**src/rtl/fourrom_ctrl.sv**
```systemverilog
// Four-socket EEPROM ROM board controller for the CPC bus: ROM select register,
// upper-ROM read decode, and a key-unlocked EEPROM programming window.
module fourrom_ctrl #(
    parameter int PROG_BUSY_CYCLES = 40000
) (
    input  logic       CLK,
    input  logic       RESET,
    input  logic [7:0] dip,
    input  logic [2:0] A,
    input  logic [7:0] D,
    input  logic       MREQ_B,
    input  logic       IOREQ_B,
    input  logic       RD_B,
    input  logic       WR_B,
    input  logic       ROMEN_B,
    output logic       rom01cs_b,
    output logic       rom23cs_b,
    output logic       roma14,
    output logic       romoe_b,
    output logic       romdis_pre,
    output logic       skt01p27,
    output logic       skt23p27,
    output logic       prog_busy
);
    typedef enum logic [1:0] {IDLE, KEY1, ARMED, BUSY} state_t;

    localparam logic [15:0] BUSY_LOAD = 16'(PROG_BUSY_CYCLES - 1);

    logic        a15, a14, a13;
    logic        iowr, memwr, iowr_q, commit, commit_zero;
    logic [7:0]  hold, romsel;
    logic [1:0]  idx;
    logic        hit, rd, web;
    state_t      state, state_d;
    logic [15:0] cnt, cnt_d;
    logic        wr_seen, wr_seen_d;
    logic        lock_pend, lock_pend_d;

    assign a15 = A[2];
    assign a14 = A[1];
    assign a13 = A[0];

    assign iowr        = ~IOREQ_B & ~WR_B & ~a13;
    assign memwr       = ~MREQ_B & ~WR_B & a15 & a14;
    assign commit      = iowr_q & ~iowr;
    assign commit_zero = commit & (hold == 8'h00);

    // Select register: D is held while the IO write lasts and committed when it ends.
    // NOTE: sequential state uses non-blocking assignments so every flop samples pre-edge values.
    always_ff @(posedge CLK or posedge RESET) begin
        if (RESET) begin
            hold   <= 8'h00;
            iowr_q <= 1'b0;
            romsel <= 8'h00;
        end else begin
            iowr_q <= iowr;
            if (iowr)   hold   <= D;
            if (commit) romsel <= hold;
        end
    end

    assign hit = dip[6] & (romsel[7:2] == dip[5:0]);
    assign idx = romsel[1:0];
    assign rd  = hit & ~ROMEN_B & ~RD_B & a15 & a14;
    // A concurrent read always wins, so the write enable can never overlap a read.
    assign web = (state == ARMED) & hit & memwr & ~rd;

    always_ff @(posedge CLK or posedge RESET) begin
        if (RESET) begin
            state     <= IDLE;
            cnt       <= 16'd0;
            wr_seen   <= 1'b0;
            lock_pend <= 1'b0;
        end else begin
            state     <= state_d;
            cnt       <= cnt_d;
            wr_seen   <= wr_seen_d;
            lock_pend <= lock_pend_d;
        end
    end

    // NOTE: every next-state variable gets a default first so no latch is inferred.
    always_comb begin
        state_d     = state;
        cnt_d       = cnt;
        wr_seen_d   = wr_seen;
        lock_pend_d = lock_pend;
        if (!dip[7]) begin
            state_d     = IDLE;
            cnt_d       = 16'd0;
            wr_seen_d   = 1'b0;
            lock_pend_d = 1'b0;
        end else begin
            case (state)
                IDLE: if (commit && hold == 8'hA5) state_d = KEY1;
                KEY1: if (commit) state_d = (hold == 8'h5A) ? ARMED : IDLE;
                ARMED: begin
                    if (commit_zero) begin
                        state_d   = IDLE;
                        wr_seen_d = 1'b0;
                    end else if (web) begin
                        wr_seen_d = 1'b1;
                    end else if (wr_seen && !memwr) begin
                        state_d   = BUSY;
                        cnt_d     = BUSY_LOAD;
                        wr_seen_d = 1'b0;
                    end
                end
                BUSY: begin
                    // A lock request is remembered and honoured only once the window expires.
                    if (commit_zero) lock_pend_d = 1'b1;
                    if (cnt == 16'd0) begin
                        state_d     = (lock_pend || commit_zero) ? IDLE : ARMED;
                        lock_pend_d = 1'b0;
                    end else begin
                        cnt_d = cnt - 16'd1;
                    end
                end
            endcase
        end
    end

    assign rom01cs_b  = RESET | ~((rd | web) & ~idx[1]);
    assign rom23cs_b  = RESET | ~((rd | web) & idx[1]);
    assign skt01p27   = RESET | ~(web & ~idx[1]);
    assign skt23p27   = RESET | ~(web & idx[1]);
    assign romoe_b    = RESET | ~rd;
    assign romdis_pre = ~RESET & rd;
    assign roma14     = ~RESET & idx[0];
    assign prog_busy  = ~RESET & (state == BUSY);

endmodule

```
**config.mk**
```make
export PLATFORM = sky130hd
export DESIGN_NAME = fourrom_ctrl
export DESIGN_NICKNAME = d
export VERILOG_FILES = /design/src/rtl/fourrom_ctrl.sv
export SDC_FILE = /design/constraint.sdc
export NUM_CORES = 1
export LEC_CHECK = 0
export BUFFER_PORTS_ARGS = -buffer_cell sky130_fd_sc_hd__buf_4
export CELL_PAD_IN_SITES_DETAIL_PLACEMENT = 0
export CELL_PAD_IN_SITES_GLOBAL_PLACEMENT = 1
export CORE_UTILIZATION = 35
export DETAILED_ROUTE_END_ITERATION = 12
export MAX_ROUTING_LAYER = met4
export PLACE_DENSITY_LB_ADDON = 0.1
export SYNTH_ARGS = -nofsm -noshare
export SYNTH_HDL_FRONTEND = slang
export SYNTH_SLANG_ARGS = --single-unit
```
**constraint.sdc**
```tcl
create_clock -name CLK -period 7.15 [get_ports CLK]
set_input_delay 1.43 -clock CLK [delete_from_list [all_inputs] [get_ports CLK]]
set_output_delay 1.43 -clock CLK [all_outputs]
set_load 0.01 [all_outputs]
```
# == Yosys cells after proc, flatten, opt, wreduce, memory -nomap -nowiden ==
# Index checks and enable logic that the tools add are counted.
# Widths: inputs -> output; s select.
# totals
register_bits,37
inputBits,26
out_inout_bits,8
elab_cells,106
# classes
n_addsub,1
eq_ne,20
n_mux,25
bitwise,42
n_reduce_logical,11
# ops
cell,count
$mux 16,5
$pmux 16 s2,1
$and 1x1->1,22
$mux 2,9
$ne 3x3->1 const B,6
$logic_not 16->1,1
$sub 16x1->16 const B,1
$not 1->1,14
$reduce_and 5->1,2
$mux 1,9
$eq 8x7->1 const B,1
$eq 8x8->1 const B,1
$logic_not 8->1,1
$pmux 2 s4,1
$eq 6x6->1,1
$ne 3x1->1 const B,2
$or 1x1->1,6
$eq 2x2->1 const B,2
$ne 2x1->1 const B,2
$ne 4x1->1 const B,1
$ne 4x3->1 const B,1
$ne 4x4->1 const B,1
$reduce_and 2->1,2
$ne 3x2->1 const B,1
5 further kinds,6

# == Logic depth before layout (Yosys ltp) ==
# Gate-level depths: netlist of the first run.
# logic_depth
depth_word,12
ltp_mapped,9
ltp_nobuf,7

# == Worst setup path after synthesis of the first run ==
# No wires, ideal clock.
# synth_path
path_kind,input to output
startpoint,input dip[5]
endpoint,output skt23p27
arrival_time_ns,2.747
required_ns,5.720
slack_ns,2.973
path_stages,4
n_path_buf,0
cell_sequence,xor2_1 -> nor4_1 -> nand3_1 -> or3b_2
# synth_via
elab_chain_cells,11
elab_cells_between_ends,13
# synth_rtl
item,line,text
start: declaration,8,"input logic [7:0] dip,"
$eq 6x6->1 (*),62,assign hit = dip[6] & (romsel[7:2] == dip[5:0]);
$and 1x1->1 (*),62,
$and 1x1->1 (4 in series),64,assign rd = hit & ~ROMEN_B & ~RD_B & a15 & a14;
$not 1->1,66,assign web = (state == ARMED) & hit & memwr & ~rd;
$and 1x1->1 (*),66,
$and 1x1->1 (*),126,assign skt23p27 = RESET | ~(web & idx[1]);
$not 1->1 (*),126,
$or 1x1->1 (*),126,
end: declaration,22,"output logic skt23p27,"
# Every way passes the cells marked *; elsewhere a longest branch is shown, timed or not.

# == Worst setup path in the final report of the first run ==
# layout_path
startpoint,input dip[0]
endpoint,output skt23p27
# The elaborated chain is that of the path after synthesis.

==> impl_results.md, run 1 <==
* Status: complete, no violations
* Setup tns final at 0 ps
* Hpwl dp at 3543 µm
* Avg Synthesized Cell Area at 9.985 µm²
* Crit start category: primary input
* Diode count at 0
* Int Power at 0.3402 mW
* Final WS setup at 2327 ps
* R2r endpoint: cnt[10]
* Num CTS Buffers at 5
* Final wirelength at 4838 µm
* Die width at 78.29 µm
* First-pass GRT wire length at 8362 µm
* Post-synth EDFFs at 0
* Crit path DAT at 3390 ps
* Ratio of cells with drive above 1 in the final layout at 27.62%
* Seq pwr share at 55.4%
* Via/cell ratio at 5.543
* Initial Util at 36.54%
* Post-cts resize count at 0
* Residual DRC at 0
* DR WL/cell at 15.56 µm
* H-tree levels at 2
* Synthesized flop and latch total at 37
* FF-to-FF path depth at 7
* GP Congestion at 0.7835
* Min Tclk post-route at 4823 ps
* Critical R2R Launch: cnt[0]
* Crit path required time at 5720 ps
* Worst Path Max Fanout at 6
* Hold path depth at 1
* Max Freq at 207.3 MHz
* Net Sw Frac at 25.46%
* Hold EP: cnt[14]
* Worst Setup End Kind: output pin
* Total track usage at 17.95%
* Slew of the pin with the lowest slew margin at 1127 ps
* Core Rows at 27
* Max rail drop VDD at 0.1089 mV
* Rel. slew slack at 24.30%
* Worst Skew at 3.503 ps
* Root buffer cell: clkbuf_8
* Combinational share of power at 14.0%
* CP Class: primary input to output pin
* Max clock buf depth at 2
* Final Hold Viols at 0
* Via Count at 1724
* IO Count at 34
* Die Ht at 78.29 µm
* Min-Delay Path Class: register to register
* Port-buffer cells at 33
* Pin count of the biggest net entering global routing at 40
* Hold-fix buffers at CTS at 0
* Switch Pwr at 0.1162 mW
* Max Slew Vio Count at 0
* Synth Cell Area at 2037 µm²
* Synth cell types at 49
* Nets at 265
* Final setup fails at 0
* Core ar. at 5574 µm²
* Total gr overflow at 0
* Hold WS at 474.1 ps
* Fin crit share at 67.45%
* Reg2reg setup slack at 4540 ps
* Max_cap viols at 0
* Post-synthesis sequential area ratio at 45.45%
* Setup WS pre-CTS at 2309 ps
* Clock-pin slew on the worst setup and hold paths at 70 ps
* Vias in the first global route at 1740
* Predominant post-synthesis flop cell: dfrtp_1
* Leak at 1.045 nW
* DRT Pass-1 Iters at 7
* Die Area at 6129 µm²
* Clk Latency, worst-skew pair at 280 ps
* Number of synthesis warnings at 0
* Worst min-delay path startpoint: cnt[14]
* Share of flip-flops with an asynchronous set or reset at 100.0%
* Postcts setup bufs at 0
* Clock sinks at 37
* Clock power share at 30.6%
* Area delta synth->final at 19.53%
* Post-route ant nets at 0
* Initial antenna violation count at 0
* RSZ-0062 raised after global routing: no
* CTS tree: yes
* Synth Instances at 204
* Power Dens Cells at 187.4 nW/µm²
* Worst setup path start: dip[0]
* First DRT Iteration DRCs at 94
* Post-Syn Nets at 231
==> power by group through the flow <==
stage	clock network [mW]	registers (mW)	logic, mW
after CTS	0.147	0.253	0.0654
final	0.140	0.253	0.0639
after floorplan	0	0.250	0.0439
after detailed placement	0	0.257	0.0653
after global placement	0	0.256	0.0622
after global routing	0.158	0.256	0.0714
==> cells by family after synthesis <==
kind of cell | count (synthesis) | synth area share [%]
compound gates | 55 | 19.35
flops | 37 | 45.45
simple gates | 73 | 19.84
xor+xnor | 6 | 2.580
fa+ha+maj | 1 | 0.6142
buf+inv | 16 | 3.317
mux | 16 | 8.845
==> per-stage QoR <==
step	util, %	instances	cell area (µm²)	total power, mW
after floorplan	-	204	2037	0.2940
after global placement	42.20	303	2352	0.3180
after detailed placement	42.20	303	2352	0.3225
after CTS	43.68	311	2435	0.4656
after global routing	43.68	311	2435	0.4862
final	43.68	311	2435	0.4564
==> cell usage after synthesis (3+ instances only) <==
library cell	instances	area share, %
xnor2_1	3	1.3
o21ai_0	7	1.7
or4_1	3	1.1
mux2_2	16	8.8
nand3_1	6	1.5
nor3_1	9	2.2
or3_1	5	1.5
dfrtp_1	37	45
nand4_1	5	1.5
nor4_1	4	1.2
a31oi_1	3	0.92
inv_1	8	1.5
a21oi_1	19	4.7
xor2_1	3	1.3
clkbuf_1	7	1.3
nand2_1	8	1.5
nor2_1	17	3.1
a211o_1	3	1.3
==> layer usage <==
layer | wire, µm | share of wire (%) | global-route usage (%)
met1 | 2052 | 42 | 21.03
met2 | 2563 | 53 | 30.79
met3 | 178 | 3.7 | 3.721
met4 | 44 | 0.91 | 5.741
met5 | 0 | 0 | -
==> registers in the layout, indices dropped and copies added, names as in the netlist <==
register and count:
wr_seen 1, state 2, iowr_q 1, hold 8, cnt 16, lock_pend 1
romsel 8
==> final cells by class <==
type | count | area [µm²]
inverter | 8 | 30.03
tap | 72 | 90.09
fill | 551 | 3139
multi-input combinational | 151 | 1044
sequential | 37 | 925.9
clock inverter | 2 | 10.01
clock buffer | 6 | 72.57
timing repair buffer | 35 | 262.8
==> cells in the final DEF (no fill, tap or decap), drive strengths merged, types with 3 or more instances in the layout <==
cell type / Yosys / final
or3: 5 / 5
nor3: 9 / 9
xnor2: 3 / 3
o21ai: 9 / 9
nor2: 18 / 18
nand3: 6 / 6
or3b: 3 / 3
a211o: 3 / 3
nand2: 8 / 8
clkbuf: 7 / 6
buf: 1 / 35
xor2: 3 / 3
a31oi: 4 / 4
inv: 8 / 8
nand4: 5 / 5
dfrtp: 37 / 37
a21oi: 19 / 19
or4: 4 / 4
mux2: 16 / 16
nor4: 4 / 4
o41ai: 3 / 3
==> critical path, stage by stage <==
cell and delay (ps):
buf_4 110, xnor2_1 150, nand4_1 120, nor4_1 810
nand3_1 130, or3b_2 480, buf_4 160
==> worst max path at each step <==
stage | end | cells after the start
finish | skt23p27 | 7
global route | skt23p27 | 7
CTS | skt23p27 | 7
detailed placement | skt23p27 | 7
global placement | skt23p27 | 7
floorplan | skt23p27 | 4
Power figures use the tool's default switching activity.
==> inputs of run 2 (changes only) <==
ABC_AREA = 1   (was not set)
clock period = 4.5 ns   (was 7.15 ns; I/O delays follow)
==> impl_results.md, run 2 <==
* Hpwl dp at 4008 µm
* Fin crit share at 63.21%
* Most frequent cells in the layout: 113 x nand2_1, 42 x nand3_1, 39 x inv_1
* Leak at 1.483 nW
* RSZ-0062 raised after global routing: no
* Max Freq at 351.6 MHz
* Max reg flops at 16
* Area delta synth->final at 17.49%
* Worst Setup End Kind: output pin
* Worst Skew at 5.009 ps
* Total track usage at 18.34%
* Port-buffer cells at 33
* DRT Pass-1 Iters at 4
* R2r endpoint: cnt[12]
* Fin util at 42.33%
* GP Congestion at 0.7630
* Top cells by area, synth: dfrtp_1 41%, nand2_1 19%, nand3_1 9.2%, inv_1 6.4%, nor2_1 5.6%
* Fillers at 702
* Synthesized flop and latch total at 37
* Final wirelength at 5541 µm
* Reg2reg setup slack at 2650 ps
* First DRT Iteration DRCs at 124
* Root buffer cell: clkbuf_8
* Clk Latency, worst-skew pair at 280 ps
* Final WS setup at 1656 ps
* Min-Delay Path Class: register to register
* Number of synthesis warnings at 0
* Slew of the pin with the lowest slew margin at 424.6 ps
* Diode count at 0
* Final Hold Viols at 0
* Post-synth EDFFs at 0
* Post-Syn Nets at 363
* Critical R2R Launch: cnt[0]
* Final setup fails at 0
* Rel. slew slack at 71.66%
* Critical path destination: skt01p27
* Hold-fix buffers at CTS at 0
* Setup WS pre-CTS at 1643 ps
* Synth Instances at 336
* Core Rows at 29
* Top reg by flops: cnt
* Worst setup path start: dip[1]
* Status: complete, no violations
* Core ar. at 6314 µm²
* Initial antenna violation count at 0
* Die width at 82.62 µm
* Synth Cell Area at 2275 µm²
* Nets at 399
* Max_cap viols at 0
* H-tree levels at 2
* Post-synthesis sequential area ratio at 40.70%
* Via/cell ratio at 4.688
* Power consumption at 0.7490 mW
* Commonest non-fill, non-tap cell in the layout: nand2_1
* Post-route ant nets at 0
* Synth top area share at 40.70%
* Via Count at 2100
* Clock sinks at 37
* CP Class: primary input to output pin
* Setup tns final at 0 ps
* FF-to-FF path depth at 9
* Crit path required time at 3600 ps
* Max clock buf depth at 2
* Worst Path Max Fanout at 3
* DR WL/cell at 12.37 µm
* Clock-pin slew on the worst setup and hold paths at 70 ps
* Cell taking the most area after synthesis: dfrtp_1
* Min Tclk post-route at 2845 ps
* Synth top cells by count: 113 x nand2_1, 42 x nand3_1, 39 x inv_1
* Num CTS Buffers at 5
* Avg Synthesized Cell Area at 6.770 µm²
* First-pass GRT wire length at 9039 µm
* Biggest regs: cnt (16), hold (8), romsel (8)
* CTS tree: yes
* Pin count of the biggest net entering global routing at 32
* IO Count at 34
* Ratio of cells with drive above 1 in the final layout at 16.71%
* Residual DRC at 0
* Vias in the first global route at 1872
* Power Dens Cells at 280.3 nW/µm²
* Hold WS at 475.7 ps
* Postcts setup bufs at 0
* Most common cell in the netlist: nand2_1
* Die Ht at 82.62 µm
* Die Area at 6825 µm²
* Predominant post-synthesis flop cell: dfrtp_1
* Max Slew Vio Count at 0
* Max rail drop VDD at 0.1156 mV
* Crit start category: primary input
* Post-cts resize count at 0
* Initial Util at 36.03%
* Share of flip-flops with an asynchronous set or reset at 100.0%
* Crit path DAT at 1940 ps
* Total gr overflow at 0
* Synth cell types at 27
[run 2: routing by layer]
layer	vias to the layer above	share of wire (%)	track usage [%]
met5	-	0	-
met4	0	0.49	4.655
met3	2	3.1	3.736
met2	31	43	26.12
met1	954	54	26.30
li1	1113	-	-
[run 2: power by group]
part | total (mW) | internal [mW] | switching [mW]
sequential | 0.397 | 0.365 | 0.0319
clock | 0.217 | 0.102 | 0.115
combinational | 0.135 | 0.0541 | 0.0806
[run 2: worst max-delay path, cell delays in order]
cell and delay, ps:
buf_4 110, inv_1 60, nor2_1 40, nor2_1 100, nand2_1 60, nor2_1 180
nand3_1 160, inv_2 120, nand3_1 70, buf_4 160
[run 2: worst min-delay path by stage]
| stage | start | endpoint | cells after the start |
|---|---|---|---|
| 3_5_place_dp | wr_seen | wr_seen | 2 |
| 2_1_floorplan | wr_seen | wr_seen | 2 |
| 6_report | wr_seen | wr_seen | 2 |
| 4_1_cts | wr_seen | wr_seen | 2 |
| 3_3_place_gp | wr_seen | wr_seen | 2 |
| 5_1_grt | wr_seen | wr_seen | 2 |
[run 2: cells by family after synthesis]
kind of cell | share of synthesized area (%)
xor+xnor | 2.310
fa+ha+maj | 0.5500
simple gates | 40.37
buf+inv | 9.516
flops | 40.70
compound gates | 6.546
[run 2: cell type report]
cell class / instances / area (µm²) / area share (%)
Tap cell: 77 / 96.34 / 3.605
Sequential cell: 37 / 925.9 / 34.64
Clock buffer: 5 / 68.82 / 2.575
Inverter: 50 / 188.9 / 7.069
Timing Repair Buffer: 34 / 255.2 / 9.551
Clock inverter: 1 / 5.005 / 0.1873
Multi-Input combinational cell: 244 / 1132 / 42.37
[run 2: metrics by stage]
| step | std cells | cell area [µm²] |
|---|---|---|
| floorplan | 336 | 2275 |
| global placement | 442 | 2599 |
| detailed placement | 442 | 2599 |
| CTS | 448 | 2673 |
| global route | 448 | 2673 |
| finish | 448 | 2673 |
==> inputs of run 3 (changes only) <==
clock period = 2.56 ns   (was 4.5 ns; I/O delays follow)
==> impl_results.md, run 3 (synthesized netlist as in run 2, its figures left out) <==
* Leak at 1.491 nW
* Via Count at 2116
* Final wirelength at 5648 µm
* Die Area at 6825 µm²
* Crit path DAT at 1830 ps
* CP Class: register to output pin
* Setup WS pre-CTS at 493.4 ps
* Crit path required time at 2050 ps
* RSZ-0062 raised after global routing: no
* CP max-delay cell: dfrtp_1
* Fin crit share at 91.58%
* Net Sw Frac at 30.62%
* Post-cts resize count at 0
* Rel. slew slack at 66.79%
* Min Tclk post-route at 2345 ps
* DRT Pass-1 Iters at 4
* Int Power at 0.9522 mW
* Max reg flops at 16
* Crit start category: register
* Power consumption at 1.372 mW
* H-tree levels at 2
* Power Dens Cells at 509.7 nW/µm²
* Clock-pin slew on the worst setup and hold paths at 80 ps
* Post-route ant nets at 0
* First DRT Iteration DRCs at 104
* Clock power share at 31.6%
* Worst Skew at 3.703 ps
* Max_cap viols at 0
* CTS tree: yes
* First-pass GRT wire length at 9273 µm
* Final Hold Viols at 0
* Total gr overflow at 0
* DR WL/cell at 12.55 µm
* Die width at 82.62 µm
* Post-route insts no fill at 450
* Initial Util at 36.03%
* Total track usage at 18.63%
* Max Slew Vio Count at 0
* Clock sinks at 37
* Worst Setup End Kind: output pin
* Core Rows at 29
* IO Count at 34
* Slew of the pin with the lowest slew margin at 498.1 ps
* Diode count at 0
* Register Area at 925.9 µm²
* Min-Delay Path Class: primary input to register
* CP cell instances: inv_1 > nor2_1 > inv_2 > nor2_1 > nand3_1 > inv_2 > nand3_1 > buf_4
* Hpwl dp at 4130 µm
* Die Ht at 82.62 µm
* Crit path buffers/inverters at 4
* Worst path max stage delay at 450 ps
* Final WS setup at 215.5 ps
* Fillers at 691
* Inst Count DP at 443
* Max Freq at 426.5 MHz
* Core ar. at 6314 µm²
* Multi-input gate area at 1132 µm²
* Pin count of the biggest net entering global routing at 38
* Biggest regs: cnt (16), hold (8), romsel (8)
* CP delay by family, top: simple AND/OR/NAND/NOR gates
* GP Congestion at 0.7683
* Worst Path Max Fanout at 6
* Max rail drop VDD at 0.2520 mV
* Final setup fails at 0
* Ratio of cells with drive above 1 in the final layout at 16.89%
* Top reg by flops: cnt
* Seq pwr share at 51.0%
* Residual DRC at 0
* Via/cell ratio at 4.702
* Clk Latency, worst-skew pair at 290 ps
* Commonest non-fill, non-tap cell in the layout: nand2_1
* Max clock buf depth at 2
* Num CTS Buffers at 5
* Root buffer cell: clkbuf_8
* Most frequent cells in the layout: 113 x nand2_1, 42 x nand3_1, 39 x inv_1
* Combinational share of power at 17.5%
* Port-buffer cells at 33
* Setup tns final at 0 ps
* Status: complete, no violations
* Postcts setup bufs at 0
* Vias in the first global route at 1948
* Area delta synth->final at 18.37%
* Nets at 400
* Initial antenna violation count at 0
* Switch Pwr at 0.4202 mW
* Hold-fix buffers at CTS at 0
run 3: cell count changes in the layout (fill, tap and decap cells not counted):
cell,delta
buf_4,+1
clkbuf_1,+1
clkbuf_8,+1
clkinv_2,-1
run 3: area by class of cell:
class / instances / area share [%]
Inverter: 50 / 7.017
Tap cell: 77 / 3.578
Sequential cell: 37 / 34.39
Timing Repair Buffer: 35 / 9.758
Multi-Input combinational cell: 244 / 42.05
Clock buffer: 7 / 3.206
run 3: tightest hold or removal path, cell delays in order:
cell and delay, ps:
buf_4 80, nand2_1 40, nand2_1 40
run 3: metrics by stage:
stage	util (%)	hold slack [ps]	cell area (µm²)
after global placement	41.28	456.2	2606
after CTS	42.65	409.5	2693
final	42.65	411.2	2693
after floorplan	-	441.5	2275
after global routing	42.65	414.0	2693
after detailed placement	41.28	457.8	2606
run 3: worst paths after layout:
path                       startpoint        end  slack, ps  cells after the start
hold reg to reg               wr_seen    wr_seen        480                      2
setup / recovery             state[1]   skt23p27        220                      8
max in group asynchronous       RESET    hold[3]       1720                      3
setup reg to reg               cnt[0]     cnt[3]        720                      9
min in group asynchronous       RESET  romsel[5]        490                      3
hold / removal                   D[5]    hold[5]        410                      3
run 3: power by group through the flow:
stage                     Clock [mW]  Sequential [mW]  Combinational, mW
after floorplan                    0            0.694              0.168
after global placement             0            0.710              0.242
after detailed placement           0            0.710              0.242
after CTS                      0.440            0.699              0.243
after global routing           0.462            0.710              0.282
final                          0.433            0.700              0.239
run 3: per-layer routing:
layer,wire length (µm),GRT usage (%)
met1,2966,26.11
met2,2422,27.36
met3,201,3.626
met4,58,4.828
met5,0,-
